==> src/rtl/operand_packer_pkg.sv <==
// rtl/operand_packer_pkg.sv - shared types and width check for the operand packer
package operand_packer_pkg;

  localparam int unsigned PACK_RATIO = 2;

  typedef enum logic {
    ST_EMPTY = 1'b0,
    ST_HALF  = 1'b1
  } pack_state_e;

  function automatic bit width_ok(input int unsigned n, input int unsigned m);
    return m == PACK_RATIO * n;
  endfunction

endpackage

==> src/rtl/packer_out_reg.sv <==
// rtl/packer_out_reg.sv - registered valid/ready output stage that holds data while stalled
module packer_out_reg #(
  parameter int unsigned W = 33
) (
  input  logic         clk_i,
  input  logic         rst_i,
  input  logic         load_i,
  input  logic [W-1:0] load_data_i,
  input  logic         ready_i,
  output logic         valid_o,
  output logic [W-1:0] data_o,
  output logic         hs_o
);

  logic         valid_q, valid_d;
  logic [W-1:0] data_q, data_d;

  // The caller only asserts load_i when the slot is free, so a load always wins.
  always_comb begin
    valid_d = valid_q & ~ready_i;
    data_d  = data_q;
    if (load_i) begin
      valid_d = 1'b1;
      data_d  = load_data_i;
    end
  end

  always_ff @(posedge clk_i) begin
    if (rst_i) begin
      valid_q <= 1'b0;
      data_q  <= '0;
    end else begin
      valid_q <= valid_d;
      data_q  <= data_d;
    end
  end

  assign valid_o = valid_q;
  assign data_o  = data_q;
  assign hs_o    = valid_q & ready_i;

endmodule

==> src/rtl/operand_packer.sv <==
// rtl/operand_packer.sv - packs operand pairs {second, first} with flush of a held odd word
module operand_packer
  import operand_packer_pkg::*;
#(
  parameter int unsigned N  = 16,
  parameter int unsigned M  = 32,
  parameter int unsigned CW = 16
) (
  input  logic          clk,
  input  logic          rst,
  input  logic [N-1:0]  in_data,
  input  logic          in_valid,
  output logic          in_ready,
  input  logic          flush,
  output logic [M-1:0]  out_data,
  output logic          out_valid,
  input  logic          out_ready,
  output logic          out_odd,
  output logic [CW-1:0] pair_count
);

  if (!width_ok(N, M)) begin : g_width_check
    $error("operand_packer: M must equal 2*N");
  end

  pack_state_e   state_q, state_d;
  logic [N-1:0]  lo_q, lo_d;
  logic [CW-1:0] cnt_q, cnt_d;

  logic          slot_free;
  logic          in_hs;
  logic          out_hs;
  logic          load;
  logic [M-1:0]  load_data;
  logic          load_odd;
  logic [M:0]    reg_data;

  assign slot_free = ~out_valid | out_ready;
  assign in_ready  = ~rst & ((state_q == ST_EMPTY) | slot_free);
  assign in_hs     = in_valid & in_ready;

  always_comb begin
    state_d   = state_q;
    lo_d      = lo_q;
    load      = 1'b0;
    load_data = '0;
    load_odd  = 1'b0;
    unique case (state_q)
      ST_EMPTY: begin
        if (in_hs) begin
          state_d = ST_HALF;
          lo_d    = in_data;
        end
      end
      ST_HALF: begin
        // A pair completion takes priority; flush only fires when no word is offered.
        if (in_hs) begin
          state_d   = ST_EMPTY;
          load      = 1'b1;
          load_data = M'({in_data, lo_q});
        end else if (~in_valid & flush & slot_free) begin
          state_d   = ST_EMPTY;
          load      = 1'b1;
          load_data = M'({{N{1'b0}}, lo_q});
          load_odd  = 1'b1;
        end
      end
      default: state_d = ST_EMPTY;
    endcase
  end

  assign cnt_d = out_hs ? cnt_q + CW'(1) : cnt_q;

  always_ff @(posedge clk) begin
    if (rst) begin
      state_q <= ST_EMPTY;
      lo_q    <= '0;
      cnt_q   <= '0;
    end else begin
      state_q <= state_d;
      lo_q    <= lo_d;
      cnt_q   <= cnt_d;
    end
  end

  packer_out_reg #(
    .W(M + 1)
  ) u_out_reg (
    .clk_i      (clk),
    .rst_i      (rst),
    .load_i     (load),
    .load_data_i({load_odd, load_data}),
    .ready_i    (out_ready),
    .valid_o    (out_valid),
    .data_o     (reg_data),
    .hs_o       (out_hs)
  );

  assign out_data   = reg_data[M-1:0];
  assign out_odd    = reg_data[M];
  assign pair_count = cnt_q;

endmodule
==> config.mk <==
export PLATFORM = sky130hd
export DESIGN_NAME = operand_packer
export DESIGN_NICKNAME = d
export VERILOG_FILES = /design/src/rtl/operand_packer_pkg.sv /design/src/rtl/packer_out_reg.sv /design/src/rtl/operand_packer.sv
export SDC_FILE = /design/constraint.sdc
export NUM_CORES = 1
export LEC_CHECK = 0
export BUFFER_PORTS_ARGS = -buffer_cell sky130_fd_sc_hd__buf_2
export CAP_MARGIN = 0
export CELL_PAD_IN_SITES_DETAIL_PLACEMENT = 2
export CELL_PAD_IN_SITES_GLOBAL_PLACEMENT = 2
export CORE_MARGIN = 2
export CORE_UTILIZATION = 29
export CTS_BUF_LIST = sky130_fd_sc_hd__clkbuf_8
export DETAILED_ROUTE_END_ITERATION = 10
export PLACE_DENSITY_LB_ADDON = 0.1
export SLEW_MARGIN = 20
export SYNTH_ARGS = -nofsm -noshare
export SYNTH_HDL_FRONTEND = slang
export SYNTH_SLANG_ARGS = --single-unit
==> constraint.sdc <==
create_clock -name clk -period 1.3 [get_ports clk]
set_clock_uncertainty 0.15 [all_clocks]
set_input_delay 0.13 -clock clk [delete_from_list [all_inputs] [get_ports clk]]
set_output_delay 0.13 -clock clk [all_outputs]
set_load 0.01 [all_outputs]
# --- Yosys cells after proc, flatten, opt, wreduce, memory -nomap -nowiden ---
# Cells that the tools add are included.
classes:
  addsub: 1
  mux: 13
  bitwise: 13
  reduce_logical: 1
ops:
  columns: ["op", "count"]
  rows:
  - ["two-way mux 32 bit", 2]
  - ["adder 16 x 1 -> 16 bit (second input constant)", 1]
  - ["two-way mux 16 bit", 1]
  - ["two-way mux 1 bit", 9]
  - ["AND 1 bit", 6]
  - ["inverter 1 bit", 5]
  - ["OR 1 bit", 2]
  - ["case mux 1 bit (2 select lines)", 1]
  - ["AND reduction 2 bit", 1]
word_totals:
  ff_bits: 67
  inputBits: 21
  output_inout_bits: 51
  elab_cells: 33

# --- Logic depth before layout (Yosys ltp) ---
depth:
  word_depth: 8
  depth_mapped: 7
  depth_no_buf: 5

# --- By module ---
# Synthesis repeated with hierarchy kept, for this count alone.
unflattened:
  hier_cells: 316
  area_unflattened_um2: 2879.0
modules_own_cells:
  columns: ["module", "instances", "cells_per_inst", "area_each_um2", "seq_area_each_um2"]
  rows:
  - ["operand_packer", 1, 204, 1634.1, 660.6]
  - ["packer_out_reg", 1, 112, 1244.9, 680.7]

# --- Worst setup path after synthesis ---
# Ideal clock, no wire load.
synth_path:
  path_type: "reg-to-reg"
  from: "register cnt_q[3] (netlist: pair_count[3])"
  to: "register cnt_q[15] (netlist: pair_count[15])"
  setup_time_ps: 123
  t_arrival_ps: 1278
  t_required_ps: 1027
  path_slack_ps: -252
  path_stages_with_launch: 5
  path_buffers: 0
  synth_period_minus_slack_ps: 1552
  path_cell_list: "dfxtp_1 -> nand4_2 -> nor3_1 -> nand3_1 -> mux2_1"
synth_via:
  elab_chain_len: 1
synth_rtl:
  columns: ["element", "line", "source"]
  rows:
  - ["start: declaration", "operand_packer.sv:28", "logic [CW-1:0] cnt_q, cnt_d;"]
  - ["start signal: assignment", "operand_packer.sv:82", "cnt_q <= cnt_d;"]
  - ["adder 16 x 1 -> 16 bit", "operand_packer.sv:72", "assign cnt_d = out_hs ? cnt_q + CW'(1) : cnt_q;"]
# Every way passes these cells.
# A chain may end at the register's enable or synchronous reset.

# --- Final worst setup path ---
layout_path:
  from: "register u_out_reg.valid_q (netlist: u_out_reg.valid_o)"
  to: "register u_out_reg.data_q[2] (netlist: u_out_reg.data_o[2])"
layout_via:
  elab_chain_len: 7
layout_rtl:
  columns: ["element", "line", "source"]
  rows:
  - ["start: declaration", "packer_out_reg.sv:15", "logic valid_q, valid_d;"]
  - ["start signal: assignment", "packer_out_reg.sv:33", "valid_q <= valid_d;"]
  - ["inverter 1 bit (*)", "operand_packer.sv:38", "assign slot_free = ~out_valid | out_ready;"]
  - ["OR 1 bit (*)", "operand_packer.sv:38", null]
  - ["OR 1 bit", "operand_packer.sv:39", "assign in_ready = ~rst & ((state_q == ST_EMPTY) | slot_free);"]
  - ["AND 1 bit", "operand_packer.sv:39", null]
  - ["AND 1 bit", "operand_packer.sv:40", "assign in_hs = in_valid & in_ready;"]
  - ["two-way mux 32 bit / two-way mux 1 bit (equally long branches)", "operand_packer.sv:57", "if (in_hs) begin"]
  - ["two-way mux 32 bit / two-way mux 1 bit (equally long branches)", "operand_packer.sv:48", "unique case (state_q)"]
  - ["end signal: assignment", "packer_out_reg.sv:34", "data_q <= data_d;"]
  - ["end: declaration", "packer_out_reg.sv:16", "logic [W-1:0] data_q, data_d;"]
# Mark *: on every way between the ends. The rest lies on a longest branch, timed or not.

==> impl_metrics.tcl <==
set metrics [dict create \
    cp-start-kind "register" \
    grt_pass1_wl_mm 14.05 \
    ir_drop_uv 417.2 \
    critical_path_buf_inv_count 2 \
    cts_tree "built" \
    ys_warn_count 0 \
    fin_crit_sh_pct 122.4 \
    grt_use_total_pct 18.65 \
    final.setup.worst_slack_ns -0.2911 \
    power_density_nw_per_um2 1156 \
    worstMarginPinSlew_ns 0.4352 \
    synth_cell_types 40 \
    yosys-top-cells-count "dfxtp_1 (67), nand2_1 (40), nor2_1 (30)" \
    dp.cells 463 \
    rsz0062_at_grt "true" \
    grt_pass1_vias 2653 \
    die_y_um 97.43 \
    crit_chain "nand2b_4 > o211ai_1 > buf_4 > buf_12 > mux2i_1 > nor2_1" \
    drt_iter0_drc 58 \
    ant_nets 0 \
    synth_nets 283 \
    clockRootBuffer "clkbuf_8" \
    worstSkewPairLatency_ns 0.34 \
    synth_edf_count 0 \
    leakagePower_uw 0.001975 \
    max-cap-violations 0 \
    diodes 0 \
    dp_hpwl_mm 5.222 \
    grt_max_degree 37 \
    nets 427 \
    place.port_buffers 71 \
    initial_utilization_pct 29.46 \
    synthArstFlopShare_pct 0 \
    cpPeakStageDelay_ns 0.41 \
    required_ns 1.38 \
    htreeDepth 3 \
    syn2layout_area_growth_pct 63.47 \
    utilization_pct 48.15 \
    grt_antenna_before_repair 0 \
    first_pass_iters 4 \
    synthDominantCellAreaShare_pct 52.99 \
    post-route-min-period_ns 1.591 \
    grt_overflow 0 \
    wire_per_inst_um 17.67 \
    cp_slowest_cell "dfxtp_4" \
    viasPerCell 4.680 \
    ios 72 \
    crit_family "flip-flops" \
    holdCritPathClass "primary input to register" \
    place.gp.congestion 0.7586 \
    final-setup-viol-count 50 \
    yosysMostFrequentCell "dfxtp_1" \
    cts_made_buffers 9 \
    ys.flop_type "dfxtp_1" \
    yosysSeqAreaShare_pct 52.99 \
    crit_type "register to register" \
    wirelength_mm 9.154 \
    netlist_area_um2 2531 \
    arrival_ns 1.67 \
    critPathCaptureType "register" \
    dieArea_um2 9492 \
    ys_ff_latch 67 \
    core_um2 8593 \
    ctsLongestPathBuffers 2 \
    post_route_cells_drive_above_1_share_pct 47.07 \
    core.rowCount 34 \
    syn_avg_cell_area_um2 9.698 \
    yosys-top-cells-area "dfxtp_1 (53%), mux2i_1 (6.3%), nand2_1 (5.9%)" \
    num_vias 2424 \
    layout.cells.non_filler 518 \
    violations "negative setup slack" \
    hold_viol 0 \
    status "finished with violations" \
    timing.slew.headroom_pct 70.99 \
    cp_max_fo 8 \
    netlist_instances 261 \
    route.detailed.drc 0 \
    clock.fmax_ghz 0.6285 \
    clkTransAtPathRegs_ns 0.08 \
    die_width_um 97.43 \
    clkSinkCount 67 \
    synth_top_area_cell "dfxtp_1" \
    slew_viol_final 0 \
]
metrics by stage:
stage               total power [uW]  worst slack, ns  TNS (ns)  instance area, um^2  hold slack (ns)
floorplan                       2364         -0.09655   -0.9136                 2596          0.07661
global placement                2517          -0.1692    -3.942                 3289           0.2174
detailed placement              2527          -0.2013    -5.843                 3289           0.2208
CTS                             4792          -0.1501    -3.586                 3948          0.06693
global route                    4972          -0.3317    -11.16                 4138           0.1222
finish                          4781          -0.2911    -7.521                 4138           0.1031
final cells by class:
type / count / area (um^2)
Sequential cell: 67 / 1380
Inverter: 3 / 11.26
Clock buffer: 10 / 137.6
Clock inverter: 6 / 111.4
Fill cell: 934 / 4456
Tap cell: 108 / 135.1
Timing Repair Buffer: 148 / 1074
Multi-Input combinational cell: 176 / 1289
logic make-up (layout without fill, tap and decap cells):
| family | Yosys count | count (layout) | synth area share [%] |
|---|---|---|---|
| AO/OA/AOI/OAI | 43 | 43 | 11.81 |
| XOR/XNOR | 12 | 12 | 4.152 |
| adder cells (fa/ha/maj) | 1 | 1 | 0.4942 |
| buffers and inverters | 18 | 167 | 4.448 |
| flip-flops | 67 | 67 | 52.99 |
| multiplexers | 17 | 17 | 6.772 |
| AND/OR/NAND/NOR | 103 | 103 | 19.33 |
power breakdown:
part           switching (uW)  leakage, uW  internal (uW)  total, uW
Sequential               37.9     0.000552           2090       2130
Clock                     868     0.000123           1330       2200
Combinational             219      0.00130            234        453
Total                    1130      0.00197           3660       4780
worst paths after layout:
kind	start	endpoint	slack (ns)	cells after the start
worst max-delay path	u_out_reg.valid_o$_SDFF_PP0_	u_out_reg.data_o[2]$_SDFFE_PP0P_	-0.29	6
worst min-delay path	flush	u_out_reg.data_o[32]$_SDFFE_PP0P_	0.10	4
worst max register to register	u_out_reg.valid_o$_SDFF_PP0_	u_out_reg.data_o[2]$_SDFFE_PP0P_	-0.29	6
worst min register to register	lo_q[10]$_SDFFE_PP0P_	lo_q[10]$_SDFFE_PP0P_	0.31	2
flip-flops by register name (all words and copies together), names as in the netlist:
| signal | cells |
|---|---|
| pair_count | 16 |
| lo_q | 16 |
| u_out_reg.data_o | 33 |
| u_out_reg.valid_o | 1 |
| state_q | 1 |
metal layers:
metal | GRT usage (%) | wire length [um] | vias up
met5 | 0 | 0 | -
met4 | 6.517 | 98 | 0
met3 | 3.165 | 230 | 5
met2 | 33.74 | 4915 | 43
met1 | 22.15 | 3910 | 1196
li1 | - | - | 1180
cell usage in the layout, fill, tap and decap left out, drive strengths merged:
cell / count
buf: 129
dfxtp: 67
nand2: 40
nor2: 31
a21oi: 21
dlygate4sd3: 18
a22o: 16
mux2i: 16
clkbuf: 11
xnor2: 8
nor3: 6
nand3: 6
nand4: 5
xor2: 4
inv: 4
nor4: 4
nor2b: 4
bufinv: 3
nand2b: 3
a31oi: 1
and3: 1
and2: 1
or2: 1
o211ai: 1
o21a: 1
mux2: 1
a211oi: 1
o21ai: 1
a31o: 1
and4: 1
ha: 1
clkinvlp: 1
clkinv: 1
worst reg2reg max path: stages (launching register included):
cell and delay [ns]:
dfxtp_4 0.41, nand2b_4 0.07, o211ai_1 0.20, buf_4 0.21
buf_12 0.13, mux2i_1 0.25, nor2_1 0.06
repair_timing:
| action | 4_1_cts | 5_1_grt |
|---|---|---|
| hold endpoints to repair | 34 | 0 |
| setup endpoints to repair | 49 | 64 |
| pin swaps | 11 | 17 |
| hold buffers | 18 | 0 |
| resized for setup | 26 | 31 |
| cloned | 1 | 2 |
| setup buffers | 11 | 7 |
Power figures use the tool's default switching activity.
